--- src/rtl/uart_rx_fifo_if.sv ---
// Bus bundle between the UART receiver/register block and uart_rx_fifo.
// The slave modport is the FIFO; the master modport is the receiver + register side.
interface uart_rx_fifo_if #(
    parameter int DEPTH_LOG2 = 4
);
    logic                  baudRateX16Tick;
    logic [7:0]            rxData;
    logic                  rxWe;
    logic                  rxFrameError;
    logic                  rxParityError;
    logic                  rxBreak;
    logic                  fifoClear;
    logic [1:0]            triggerLevel;
    logic                  readAck;
    logic                  fifoFull;
    logic                  fifoEmpty;
    logic [DEPTH_LOG2:0]   fillCount;
    logic [7:0]            readData;
    logic [2:0]            readError;
    logic                  errorInFifo;
    logic                  triggerIrq;
    logic                  timeoutIrq;

    modport master (
        output baudRateX16Tick, rxData, rxWe, rxFrameError, rxParityError, rxBreak,
        output fifoClear, triggerLevel, readAck,
        input  fifoFull, fifoEmpty, fillCount, readData, readError,
        input  errorInFifo, triggerIrq, timeoutIrq
    );

    modport slave (
        input  baudRateX16Tick, rxData, rxWe, rxFrameError, rxParityError, rxBreak,
        input  fifoClear, triggerLevel, readAck,
        output fifoFull, fifoEmpty, fillCount, readData, readError,
        output errorInFifo, triggerIrq, timeoutIrq
    );
endinterface

--- src/rtl/uart_rx_fifo.sv ---
// UART receive FIFO (first-word-fall-through) with error tracking and interrupts.
// Define UART_RX_FIFO_TIMEOUT_EN to build the character-timeout counter and timeoutIrq.
module uart_rx_fifo #(
    parameter int DEPTH_LOG2    = 4,
    parameter int TIMEOUT_TICKS = 640
) (
    input  logic            clock,
    input  logic            reset,
    uart_rx_fifo_if.slave   bus
);
    localparam int DEPTH = 1 << DEPTH_LOG2;
    localparam logic [DEPTH_LOG2:0] FULL_COUNT = (DEPTH_LOG2 + 1)'(DEPTH);

    logic [10:0]           r_mem [DEPTH];
    logic [DEPTH_LOG2-1:0] r_wr_ptr;
    logic [DEPTH_LOG2-1:0] r_rd_ptr;
    logic [DEPTH_LOG2:0]   r_fill_count;
    logic [DEPTH_LOG2:0]   r_error_count;

    logic        w_full;
    logic        w_empty;
    logic        w_push;
    logic        w_pop;
    logic [10:0] w_head;
    logic        w_push_err;
    logic        w_pop_err;
    logic [31:0] w_threshold;

    assign w_full     = (r_fill_count == FULL_COUNT);
    assign w_empty    = (r_fill_count == '0);
    assign w_pop      = bus.readAck && !w_empty;
    // At full, a simultaneous pop frees the slot so the push still lands.
    assign w_push     = bus.rxWe && (!w_full || w_pop);
    assign w_head     = r_mem[r_rd_ptr];
    assign w_push_err = bus.rxBreak || bus.rxParityError || bus.rxFrameError;
    assign w_pop_err  = |w_head[10:8];

    // Array contents are never reset; visibility is governed by the pointers and count.
    always_ff @(posedge clock) begin
        if (!reset && !bus.fifoClear && w_push) begin
            r_mem[r_wr_ptr] <= {bus.rxBreak, bus.rxParityError, bus.rxFrameError, bus.rxData};
        end
    end

    always_ff @(posedge clock) begin
        if (reset || bus.fifoClear) begin
            r_wr_ptr      <= '0;
            r_rd_ptr      <= '0;
            r_fill_count  <= '0;
            r_error_count <= '0;
        end else begin
            if (w_push) r_wr_ptr <= r_wr_ptr + 1'b1;
            if (w_pop)  r_rd_ptr <= r_rd_ptr + 1'b1;
            case ({w_push, w_pop})
                2'b10:   r_fill_count <= r_fill_count + 1'b1;
                2'b01:   r_fill_count <= r_fill_count - 1'b1;
                default: r_fill_count <= r_fill_count;
            endcase
            case ({w_push && w_push_err, w_pop && w_pop_err})
                2'b10:   r_error_count <= r_error_count + 1'b1;
                2'b01:   r_error_count <= r_error_count - 1'b1;
                default: r_error_count <= r_error_count;
            endcase
        end
    end

    always_comb begin
        w_threshold = 32'd1;
        case (bus.triggerLevel)
            2'd0:    w_threshold = 32'd1;
            2'd1:    w_threshold = 32'd4;
            2'd2:    w_threshold = 32'd8;
            default: w_threshold = 32'd14;
        endcase
    end

    assign bus.fifoFull    = w_full;
    assign bus.fifoEmpty   = w_empty;
    assign bus.fillCount   = r_fill_count;
    assign bus.readData    = w_empty ? 8'h00 : w_head[7:0];
    assign bus.readError   = w_empty ? 3'b000 : w_head[10:8];
    assign bus.errorInFifo = (r_error_count != '0);
    assign bus.triggerIrq  = (32'(r_fill_count) >= w_threshold);

`ifdef UART_RX_FIFO_TIMEOUT_EN
    localparam int TW = $clog2(TIMEOUT_TICKS + 1);
    localparam logic [TW-1:0] TIMEOUT_LAST = TW'(TIMEOUT_TICKS - 1);

    logic [TW-1:0] r_timeout_cnt;
    logic          r_timeout_irq;

    // Any FIFO activity, or nothing stored, restarts the idle measurement.
    always_ff @(posedge clock) begin
        if (reset || bus.fifoClear || w_push || w_pop || w_empty) begin
            r_timeout_cnt <= '0;
            r_timeout_irq <= 1'b0;
        end else if (bus.baudRateX16Tick && !r_timeout_irq) begin
            r_timeout_cnt <= r_timeout_cnt + 1'b1;
            if (r_timeout_cnt == TIMEOUT_LAST) r_timeout_irq <= 1'b1;
        end
    end

    assign bus.timeoutIrq = r_timeout_irq;
`else
    assign bus.timeoutIrq = 1'b0;
`endif
endmodule
--- src/flat_wrapper.sv ---
// flat-port wrapper written by rule: the top's interface ports become plain ports
module uart_rx_fifo_flat 
#(
    parameter int DEPTH_LOG2    = 4,
    parameter int TIMEOUT_TICKS = 640
)
  (clock, reset, bus_baudRateX16Tick, bus_rxData, bus_rxWe, bus_rxFrameError, bus_rxParityError, bus_rxBreak, bus_fifoClear, bus_triggerLevel, bus_readAck, bus_fifoFull, bus_fifoEmpty, bus_fillCount, bus_readData, bus_readError, bus_errorInFifo, bus_triggerIrq, bus_timeoutIrq);
  uart_rx_fifo_if #(.DEPTH_LOG2(DEPTH_LOG2)) bus_i ();
  input  logic clock;
  input  logic reset;
  input wire logic [$bits(bus_i.baudRateX16Tick)-1:0] bus_baudRateX16Tick;
  input wire logic [$bits(bus_i.rxData)-1:0] bus_rxData;
  input wire logic [$bits(bus_i.rxWe)-1:0] bus_rxWe;
  input wire logic [$bits(bus_i.rxFrameError)-1:0] bus_rxFrameError;
  input wire logic [$bits(bus_i.rxParityError)-1:0] bus_rxParityError;
  input wire logic [$bits(bus_i.rxBreak)-1:0] bus_rxBreak;
  input wire logic [$bits(bus_i.fifoClear)-1:0] bus_fifoClear;
  input wire logic [$bits(bus_i.triggerLevel)-1:0] bus_triggerLevel;
  input wire logic [$bits(bus_i.readAck)-1:0] bus_readAck;
  output wire logic [$bits(bus_i.fifoFull)-1:0] bus_fifoFull;
  output wire logic [$bits(bus_i.fifoEmpty)-1:0] bus_fifoEmpty;
  output wire logic [$bits(bus_i.fillCount)-1:0] bus_fillCount;
  output wire logic [$bits(bus_i.readData)-1:0] bus_readData;
  output wire logic [$bits(bus_i.readError)-1:0] bus_readError;
  output wire logic [$bits(bus_i.errorInFifo)-1:0] bus_errorInFifo;
  output wire logic [$bits(bus_i.triggerIrq)-1:0] bus_triggerIrq;
  output wire logic [$bits(bus_i.timeoutIrq)-1:0] bus_timeoutIrq;
  assign bus_i.baudRateX16Tick = bus_baudRateX16Tick;
  assign bus_i.rxData = bus_rxData;
  assign bus_i.rxWe = bus_rxWe;
  assign bus_i.rxFrameError = bus_rxFrameError;
  assign bus_i.rxParityError = bus_rxParityError;
  assign bus_i.rxBreak = bus_rxBreak;
  assign bus_i.fifoClear = bus_fifoClear;
  assign bus_i.triggerLevel = bus_triggerLevel;
  assign bus_i.readAck = bus_readAck;
  assign bus_fifoFull = bus_i.fifoFull;
  assign bus_fifoEmpty = bus_i.fifoEmpty;
  assign bus_fillCount = bus_i.fillCount;
  assign bus_readData = bus_i.readData;
  assign bus_readError = bus_i.readError;
  assign bus_errorInFifo = bus_i.errorInFifo;
  assign bus_triggerIrq = bus_i.triggerIrq;
  assign bus_timeoutIrq = bus_i.timeoutIrq;
  uart_rx_fifo #(.DEPTH_LOG2(DEPTH_LOG2), .TIMEOUT_TICKS(TIMEOUT_TICKS)) u_core (.clock(clock), .reset(reset), .bus(bus_i));
endmodule
--- config.mk ---
export PLATFORM = sky130hd
export DESIGN_NAME = uart_rx_fifo_flat
export DESIGN_NICKNAME = d
export VERILOG_FILES = /design/src/rtl/uart_rx_fifo_if.sv /design/src/rtl/uart_rx_fifo.sv /design/src/flat_wrapper.sv
export SDC_FILE = /design/constraint.sdc
export NUM_CORES = 1
export LEC_CHECK = 0
export CAP_MARGIN = 20
export CORE_MARGIN = 5
export CORE_UTILIZATION = 54
export DETAILED_ROUTE_END_ITERATION = 12
export GPL_ROUTABILITY_DRIVEN = 0
export PLACE_DENSITY = 0.83
export SYNTH_ARGS = -nofsm -noshare
export SYNTH_HDL_FRONTEND = slang
export SYNTH_SLANG_ARGS = --single-unit
export TNS_END_PERCENT = 50
--- constraint.sdc ---
create_clock -name clock -period 3.13 [get_ports clock]
set_input_delay 0.626 -clock clock [delete_from_list [all_inputs] [get_ports clock]]
set_output_delay 0.626 -clock clock [all_outputs]
set_load 0.01 [all_outputs]
# Word level (Yosys, flattened, before mapping)
# Memories as Yosys holds them, arrays and structs flattened. A register that Yosys moved wholly into a read port is not among the register bits.
# Index checks and enable logic that the tools add are counted.
[op_classes]
addsub = 6
multipliers = 0
n_div = 0
order_cmp = 1
n_eq_ne = 7
n_shift = 0
mux = 9
bitwise_logic = 0
reduce_logical = 20
[op_table]
columns = ["op", "count"]
rows = [
  ["$pmux W5 S2", 2],
  ["$pmux W4 S3", 1],
  ["$add A5 B1 Y5 const B", 2],
  ["$sub A5 B1 Y5 const B", 2],
  ["$add A4 B1 Y4 const B", 2],
  ["$mux W4", 2],
  ["$mux W8", 1],
  ["$eq A2 B1 Y1 const B", 3],
  ["$eq A2 B2 Y1 const B", 3],
  ["$logic_and A1 B1 Y1", 6],
  ["$eq A5 B5 Y1 const B", 1],
  ["$ge A5 B4 Y1", 1],
  ["$logic_not A5 Y1", 1],
  ["$reduce_bool A5 Y1", 1],
  ["$logic_not A1 Y1", 4],
  ["$logic_or A1 B1 Y1", 4],
  ["$reduce_bool A2 Y1", 2],
  ["$mux W3", 1],
  ["$reduce_or A3 Y1", 1],
  ["$logic_not A2 Y1", 1],
  ["$mux W1", 2],
]
[word_totals]
ff_bits = 18
latch_bits = 0
ramBits = 176
rom_bits = 0
in_bits = 19
elab_cells = 48
memories = 1
[memory_table]
columns = ["memory", "depth", "word_bits", "rd", "rd_ports_with_merged_regs", "write_ports", "line", "source"]
rows = [
  ["u_core.r_mem", 16, 11, 1, 1, 1, "uart_rx_fifo.sv:14", "logic [10:0] r_mem [DEPTH];"],
]

# Logic depth before layout (Yosys ltp)
# Gate-level depths: netlist (run 1).
[logic_depth]
word_depth = 8
depth_mapped = 15
mapped_depth_nobuf = 13

# Worst setup path before layout (run 1)
# OpenSTA, ideal clock, no wires.
[synth_timing]
kind = "reg-to-reg"
from = "register (tool-made name)"
to = "register u_core.r_error_count[4]"
setup_time_ns = 0.071
t_arrival_ns = 3.262
required_ns = 3.059
slack_ns = -0.203
stages_incl_launch_ff = 15
path_cell_list = "dfxtp_1 -> clkbuf_1 -> buf_1 -> mux4_2 -> a22oi_1 -> nand3_1 -> nor3_1 -> nor2_1 -> ha_1 -> ha_1 -> nor2b_1 -> o21ai_0 -> a21oi_1 -> or4_1 -> a21oi_1"
[synth_rtl]
columns = ["element", "line", "source"]
rows = [
  ["end signal: assignment", "uart_rx_fifo.sv:60", "2'b10: r_error_count <= r_error_count + 1'b1;"],
  ["end signal: assignment", "uart_rx_fifo.sv:61", "2'b01: r_error_count <= r_error_count - 1'b1;"],
  ["end signal: assignment", "uart_rx_fifo.sv:62", "default: r_error_count <= r_error_count;"],
  ["end: declaration", "uart_rx_fifo.sv:18", "logic [DEPTH_LOG2:0] r_error_count;"],
]

==> results.toml, run 1 <==
[status]
status = "finished, violations left"
violations = "negative setup slack"

[job]
maxCapViolCount = 0

[clocking]
insertion_delay_ns = 0.43
cts_tree = "done"
cts_buffers = 17
ctsHoldBuffers = 0
clockBufferDepth = 2
root_buffer = "clkbuf_16"
htreeDepth = 4
cts_num_sinks = 198
clk_pin_slew_worst_paths_ns = 0.06

[layout]
most-common-layout-cells = "edfxtp_1 (176), buf_4 (58), mux4_2 (53), nor2_1 (43), clkdlybuf4s50_1 (25)"
register_area_um2 = 5730
fillers = 890
synthToLayoutAreaGrowth_pct = 21.2
nets = 576
final_common_cell = "edfxtp_1"
final_util_pct = 67.1
antennaDiodeCount = 0
drive_above_1_share_pct = 32.1
multi_input_area_um2 = 2260

[global_route]
grt_start_max_net_pins = 22
grt_antenna_before_repair = 0
grtUsageTotal_pct = 19.9
first_global_vias = 4530
overflow = 0
grt_pass1_wl_mm = 26.0

[placement]
dp_hpwl_mm = 10.7
port_buffers = 37
dp_slack_ns = -0.276

[setup_path]
critPathRequiredTime_ns = 2.50
cp_top_family = "multiplexers"
cpPeakStageDelay_ns = 0.51
critPathArrivalTime_ns = 2.66
worstPathCellList = "buf_4 > buf_6 > buf_12 > buf_16 > mux4_2 > mux4_2 > nor2b_1 > clkdlybuf4s15_2"
crit_type = "register to primary output"
end_kind = "primary output"
cp-start-kind = "register"
slowest_stage = "mux4_2"
cp_common_cell = "mux4_2"
crit_buf_inv = 5
critPathMaxFanout = 8

[logic_synthesis]
yosysWarnings = 0
yosysSeqAreaShare_pct = 70.8
postSynthCellCount = 434
ys_types = 41
ys_seq_elements = 198
synth_nets = 471
syn_area_um2 = 8080
avgSynthCellArea_um2 = 18.6
synthArstFlopShare_pct = 0
yosys_most_used_dff = "edfxtp_1"
synth_edf_count = 176

[die]
core_area_um2 = 14600
die-width_um = 132
core.rowCount = 44
start_util_pct = 55.4
fp.dieH_um = 132
ioPinCount = 40
die_area_um2 = 17500

[power_and_ir_drop]
p_sw_mw = 1.07
p_comb_share_pct = 5.8
seqPwrFrac_pct = 54.0
p_clk_share_pct = 40.1
total_power_mw = 5.36
powerDensity_nw_per_um2 = 547
cellInternalPower_mw = 4.29
swShare_pct = 19.9
ir_worst_vdd_mv = 0.393
p_leak_nw = 3.29

[timing]
period_needed_ns = 3.29
min_period_over_period_pct = 105
setup_viol = 6
max_freq_mhz = 304
timing_hold_violations_final = 0
worst_pin_slew_ns = 0.589
relSlewSlack_pct = 60.6
setup_ws_ns = -0.158
holdWs_ns = 0.498
rsz0062_at_grt = "yes"
slew_viol_final = 0
clock_skew_ns = 0.00885

[route]
vias = 4389
vias_per_cell = 5.97
wl_mm = 16.8
drt_iter0_markers = 456
drc = 0
first_pass_iters = 5
ant_nets = 0
wl_per_cell_um = 22.8

[hold_path]
hold_class = "register to register"
min_from = "u_core.r_error_count[4]"
## cells in the mapped netlist (3+ instances only)
cell type,count,share of area [%]
edfxtp_1,176,65
mux4_2,53,15
nor2_1,43,2.0
dfxtp_1,22,5.4
ha_1,16,2.5
nor2b_1,15,1.2
inv_1,14,0.65
a21oi_1,10,0.62
clkbuf_1,9,0.42
nand2_1,9,0.42
nand3_1,8,0.50
xnor2_1,6,0.65
buf_6,5,0.70
mux2i_1,4,0.50
xor2_1,4,0.43
buf_1,3,0.14
nor3_1,3,0.19
o21ai_0,3,0.19
## power groups by stage
stage / sequential [mW] / clock, mW / combinational (mW)
floorplan: 2.95 / 0 / 0.159
global placement: 2.95 / 0 / 0.292
detailed placement: 2.95 / 0 / 0.300
CTS: 2.89 / 2.18 / 0.312
global route: 2.89 / 2.30 / 0.340
finish: 2.89 / 2.15 / 0.313
## layer usage
| layer | share of wire [%] | wire length (um) | GRT usage (%) |
|---|---|---|---|
| met3 | 6.0 | 1000 | 3.32 |
| met4 | 3.1 | 527 | 8.48 |
| met5 | 0 | 0 | 0 |
| met2 | 51 | 8500 | 32.7 |
| met1 | 40 | 6750 | 26.5 |
## area by class of cell
class / count / share of cell area (%)
Sequential cell: 198 / 58.5
Multi-Input combinational cell: 203 / 23.1
Timing Repair Buffer: 105 / 9.55
Clock buffer: 19 / 4.42
Tap cell: 184 / 2.35
Clock inverter: 12 / 1.55
Inverter: 14 / 0.537
## per-stage QoR
step | instance area (um2) | setup TNS [ns] | std cells
3_3_place_gp | 9030 | -0.398 | 695
4_1_cts | 9770 | -0.866 | 733
2_1_floorplan | 8110 | 0 | 434
5_1_grt | 9790 | -1.23 | 735
3_5_place_dp | 9030 | -0.757 | 695
6_report | 9790 | -0.555 | 735
## worst register-to-register path: stages (launching register included)
cell     delay, ns
dfxtp_4       0.43
buf_6         0.12
mux4_2        0.49
mux4_2        0.53
nor3_4        0.15
nor2_1        0.07
ha_2          0.23
ha_4          0.25
nor2b_4       0.13
o21ai_2       0.13
a21oi_2       0.08
or4_1         0.46
a21oi_1       0.13
## worst paths after layout
check	end	slack, ns	cells after the start
max	bus_readData[7]	-0.16	8
min reg2reg	u_core.r_error_count[4]	0.50	2
max reg2reg	u_core.r_error_count[4]	-0.13	12
min	u_core.r_error_count[4]	0.50	2
## flip-flops by register name, indices dropped and copies added, names as in the netlist, named ones only
register,count
u_core.r_error_count,5
u_core.bus.fillCount,5
u_core.r_wr_ptr,4
u_core.r_rd_ptr,4
u_core.r_mem,176
## cell families (layout without fill, tap and decap cells)
group	count (synthesis)	after routing	share of synthesized area (%)
DFF	198	198	70.8
and+or+nand+nor	90	90	5.31
muxes	58	58	15.5
buffers and inverters	33	150	2.06
AOI/OAI and AO/OA	26	26	2.23
adders and majority gates	18	18	2.97
xor gates and xnor gates	10	10	1.08
other	1	1	0.0464
## repair_timing
item / CTS / global route
cloned: 1 / 0
resized for setup: 43 / 15
pin swaps: 10 / 6
hold endpoints to repair: 0 / 0
buffers inserted: 6 / 2
endpoints found under the setup margin: 14 / 10
(Power assumes the default switching activity.)
==> inputs of run 2 (changes only) <==
==> constraint.sdc (replaced) <==
create_clock -name clock -period 2.9 [get_ports clock]
set_input_delay 0.58 -clock clock [delete_from_list [all_inputs] [get_ports clock]]
set_output_delay 0.58 -clock clock [all_outputs]
set_load 0.01 [all_outputs]
==> results.toml, run 2 (same netlist as run 1, synthesis figures left out) <==
[setup_path]
end_kind = "register"
cp-start-kind = "register"
critPathRequiredTime_ns = 3.27
critPathArrivalTime_ns = 3.62
crit_type = "register to register"
critPathMaxFanout = 5

[die]
die-width_um = 132
core.rowCount = 44
die_area_um2 = 17500
ioPinCount = 40
fp.dieH_um = 132
core_area_um2 = 14600
start_util_pct = 55.4

[hold_path]
hold_class = "register to register"
min_from = "u_core.r_rd_ptr[3]"

[power_and_ir_drop]
ir_worst_vdd_mv = 0.472
total_power_mw = 5.83
p_leak_nw = 3.39
powerDensity_nw_per_um2 = 585

[layout]
design_area_um2 = 9960
most-common-layout-cells = "edfxtp_1 (176), buf_4 (68), mux4_2 (53), nor2_1 (43), clkdlybuf4s50_1 (24)"
final_cells = 750
final_util_pct = 68.3
antennaDiodeCount = 0
drive_above_1_share_pct = 35.3
synthToLayoutAreaGrowth_pct = 23.3
nets = 590
largest_reg_flops = 176
regMostFlops = "u_core.r_mem"
final_common_cell = "edfxtp_1"

[timing]
clock_skew_ns = 0.00618
worst_pin_slew_ns = 0.532
slew_viol_final = 0
relSlewSlack_pct = 64.4
min_period_over_period_pct = 112
setup_ws_ns = -0.353
fin_setup_tns_ns = -1.72
holdWs_ns = 0.520
rsz0062_at_grt = "yes"
period_needed_ns = 3.25
setup_viol = 10
max_freq_mhz = 307
timing_hold_violations_final = 0

[placement]
place_area_um2 = 9150
dp_slack_ns = -0.378
place_inst = 705
dp_hpwl_mm = 11.1
port_buffers = 37

[clocking]
ctsHoldBuffers = 0
htreeDepth = 4
cts_buffers = 17
cts_num_sinks = 198
clockBufferDepth = 2
insertion_delay_ns = 0.42
cts_tree = "done"
clk_pin_slew_worst_paths_ns = 0.07
root_buffer = "clkbuf_16"

[route]
vias = 4564
ant_nets = 0
wl_mm = 18.2
drc = 0
wl_per_cell_um = 24.2
drt_iter0_markers = 515
first_pass_iters = 5
vias_per_cell = 6.09

[global_route]
first_global_vias = 4912
grt_pass1_wl_mm = 27.7
grt_antenna_before_repair = 0
overflow = 0
grt_start_max_net_pins = 20
grtUsageTotal_pct = 21.3

[status]
violations = "negative setup slack"
status = "finished, violations left"

[job]
maxCapViolCount = 0
[run 2: where the power goes]
group | internal [mW] | total (mW) | switching (mW)
logic | 0.190 | 0.377 | 0.187
registers | 3.11 | 3.12 | 0.00945
clock network | 1.35 | 2.33 | 0.978
total | 4.65 | 5.83 | 1.17
[run 2: per-layer routing]
metal  GRT usage (%)  up-vias  share of wire (%)
met2            36.0      233                 53
met1            27.5     2348                 39
met5               0        -                  0
met3            4.12       34                6.4
li1                -     1949                  -
met4            8.03        0                2.4
[run 2: path summary, 6_finish.rpt]
check	to	slack, ns	cells past startpoint
setup / recovery	u_core.r_error_count[4]	-0.35	13
hold / removal	u_core.r_rd_ptr[3]	0.52	2
setup reg to reg	u_core.r_error_count[4]	-0.35	13
hold reg to reg	u_core.r_rd_ptr[3]	0.52	2
[run 2: worst max-delay path, stage by stage (launching register included)]
cell and delay, ns:
dfxtp_4 0.39, buf_6 0.12, mux4_2 0.49, mux4_2 0.55, nor3_4 0.16, nor2_1 0.06, ha_2 0.21, inv_2 0.08
fa_2 0.22, nor2b_4 0.05, o21ai_2 0.13, a21oi_1 0.09, or4_1 0.50, a21oi_2 0.12
[run 2: area by class of cell]
class,count,area [um2]
clock buffers,18,429
clock inverters,14,159
fillers,900,4630
inverters,14,52.6
multi-input cells,203,2280
flip-flops and latches,198,5740
well taps,184,230
repair buffers,119,1070
[run 2: repair_timing]
item / in CTS / in global routing
buffers inserted: 6 / 6
pin swaps: 1 / 4
resized for setup: 47 / 20
gates cloned: 1 / 1
setup endpoints to repair: 16 / 16
==> inputs of run 3 (changes only) <==
--- a/config.mk
+++ b/config.mk
@@ -7,11 +7,10 @@
 export LEC_CHECK = 0
 export CAP_MARGIN = 20
 export CORE_MARGIN = 5
-export CORE_UTILIZATION = 54
+export CORE_UTILIZATION = 25
 export DETAILED_ROUTE_END_ITERATION = 12
 export GPL_ROUTABILITY_DRIVEN = 0
-export PLACE_DENSITY = 0.83
+export PLACE_DENSITY = 0.48
 export SYNTH_ARGS = -nofsm -noshare
 export SYNTH_HDL_FRONTEND = slang
 export SYNTH_SLANG_ARGS = --single-unit
-export TNS_END_PERCENT = 50
==> results.toml, run 3 (same netlist as run 1, synthesis figures left out) <==
[placement]
dp_hpwl_mm = 12.1
place_inst = 927
port_buffers = 37
place_area_um2 = 9490

[global_route]
first_global_vias = 4577
overflow = 0
grtUsageTotal_pct = 10.3
grt_antenna_before_repair = 0
grt_start_max_net_pins = 25
grt_pass1_wl_mm = 27.6

[clocking]
cts_buffers = 17
ctsHoldBuffers = 0
htreeDepth = 4
root_buffer = "clkbuf_16"
cts_tree = "done"
cts_num_sinks = 198
clockBufferDepth = 2
clk_pin_slew_worst_paths_ns = 0.07
insertion_delay_ns = 0.43

[power_and_ir_drop]
total_power_mw = 5.66
p_leak_nw = 3.49
ir_worst_vdd_mv = 0.415
powerDensity_nw_per_um2 = 540

[layout]
most-common-layout-cells = "edfxtp_1 (176), buf_4 (67), mux4_2 (53), nor2_1 (42), clkdlybuf4s50_1 (25)"
design_area_um2 = 10500
drive_above_1_share_pct = 39.0
final_cells = 979
final_common_cell = "edfxtp_1"
largest_reg_flops = 176
regMostFlops = "u_core.r_mem"
final_util_pct = 33.0
synthToLayoutAreaGrowth_pct = 29.6
nets = 603
antennaDiodeCount = 0

[setup_path]
r2r_cells = 13
endpoint = "u_core.r_error_count[4]"
ff2ff_setup_slack_ns = -0.32
critPathArrivalTime_ns = 3.59
critPathRequiredTime_ns = 3.27
crit_type = "register to register"
cp-start-kind = "register"
end_kind = "register"
regToRegEndpoint = "u_core.r_error_count[4]"
critPathMaxFanout = 7

[timing]
timing_hold_violations_final = 0
holdWs_ns = 0.496
setup_ws_ns = -0.320
period_needed_ns = 3.22
setup_viol = 11
rsz0062_at_grt = "yes"
worst_pin_slew_ns = 0.576
max_freq_mhz = 311
relSlewSlack_pct = 61.5
min_period_over_period_pct = 111
clock_skew_ns = 0.00964
slew_viol_final = 0

[route]
vias_per_cell = 4.37
wl_per_cell_um = 18.4
wl_mm = 18.0
ant_nets = 0
vias = 4278
drt_iter0_markers = 184
first_pass_iters = 4
drc = 0

[hold_path]
hold_class = "register to register"

[die]
ioPinCount = 40
fp.dieH_um = 190
die-width_um = 190
core_area_um2 = 31700
core.rowCount = 65
die_area_um2 = 36000
start_util_pct = 25.5

[status]
violations = "negative setup slack"
status = "finished, violations left"

[job]
maxCapViolCount = 0
run 3: changes by cell type in the layout (fill, tap and decap cells not counted), sizes merged, moves of 2 or more:
cell	before	now
dlygate4sd2	3	1
inv	15	19
clkbuf	22	20
bufinv	3	0
clkinvlp	3	1
buf	87	105
clkinv	7	5
run 3: report_power, final:
group / switching (mW) / total (mW) / internal, mW
clock: 1.00 / 2.09 / 1.09
sequential: 0.00831 / 3.12 / 3.11
combinational: 0.211 / 0.443 / 0.232
run 3: worst max-delay path: stages (launching register included):
cell and delay, ns:
dfxtp_2 0.34, buf_12 0.14, mux4_2 0.50, mux4_2 0.53, nor3_4 0.20, nor2_1 0.06, ha_2 0.21, inv_2 0.09
fa_2 0.23, nor2b_4 0.05, o21ai_2 0.14, a21oi_2 0.08, or4_1 0.47, a21oi_1 0.13
run 3: worst min path at each step:
stage,from,endpoint,slack (ns),cells after the start
global route,u_core.r_error_count[4],u_core.r_error_count[4],0.50,2
CTS,u_core.r_error_count[4],u_core.r_error_count[4],0.49,2
global placement,u_core.r_rd_ptr[3],u_core.r_rd_ptr[3],0.48,2
finish,u_core.r_error_count[4],u_core.r_error_count[4],0.50,2
detailed placement,u_core.r_error_count[4],u_core.r_error_count[4],0.48,2
floorplan,u_core.r_error_count[4],u_core.r_error_count[4],0.46,2
run 3: final cells by class:
| type | count | area (um2) |
|---|---|---|
| Multi-Input combinational cell | 203 | 2400 |
| Sequential cell | 198 | 5740 |
| Clock buffer | 19 | 433 |
| Inverter | 14 | 52.6 |
| Clock inverter | 11 | 75.1 |
| Timing Repair Buffer | 132 | 1270 |
| Fill cell | 3045 | 21200 |
| Tap cell | 402 | 503 |
run 3: layer usage:
metal | vias up | GRT usage, % | share of wire, %
li1 | 1965 | - | -
met3 | 17 | 2.17 | 3.4
met4 | 0 | 3.59 | 1.6
met5 | - | 0 | 0
met1 | 2226 | 13.4 | 45
met2 | 70 | 17.2 | 50
run 3: per-stage QoR:
stage / setup TNS [ns] / setup slack, ns
2_1_floorplan: -0.108 / -0.108
3_3_place_gp: -1.80 / -0.352
3_5_place_dp: -1.93 / -0.326
4_1_cts: -2.21 / -0.317
5_1_grt: -3.43 / -0.447
6_report: -2.09 / -0.320
run 3: what timing repair did:
action / CTS / global route
buffers inserted: 12 / 9
endpoints found under the setup margin: 16 / 18
hold endpoints to repair: 0 / 0
pin swaps: 4 / 9
gates resized for setup: 80 / 34
gates cloned: 2 / 0
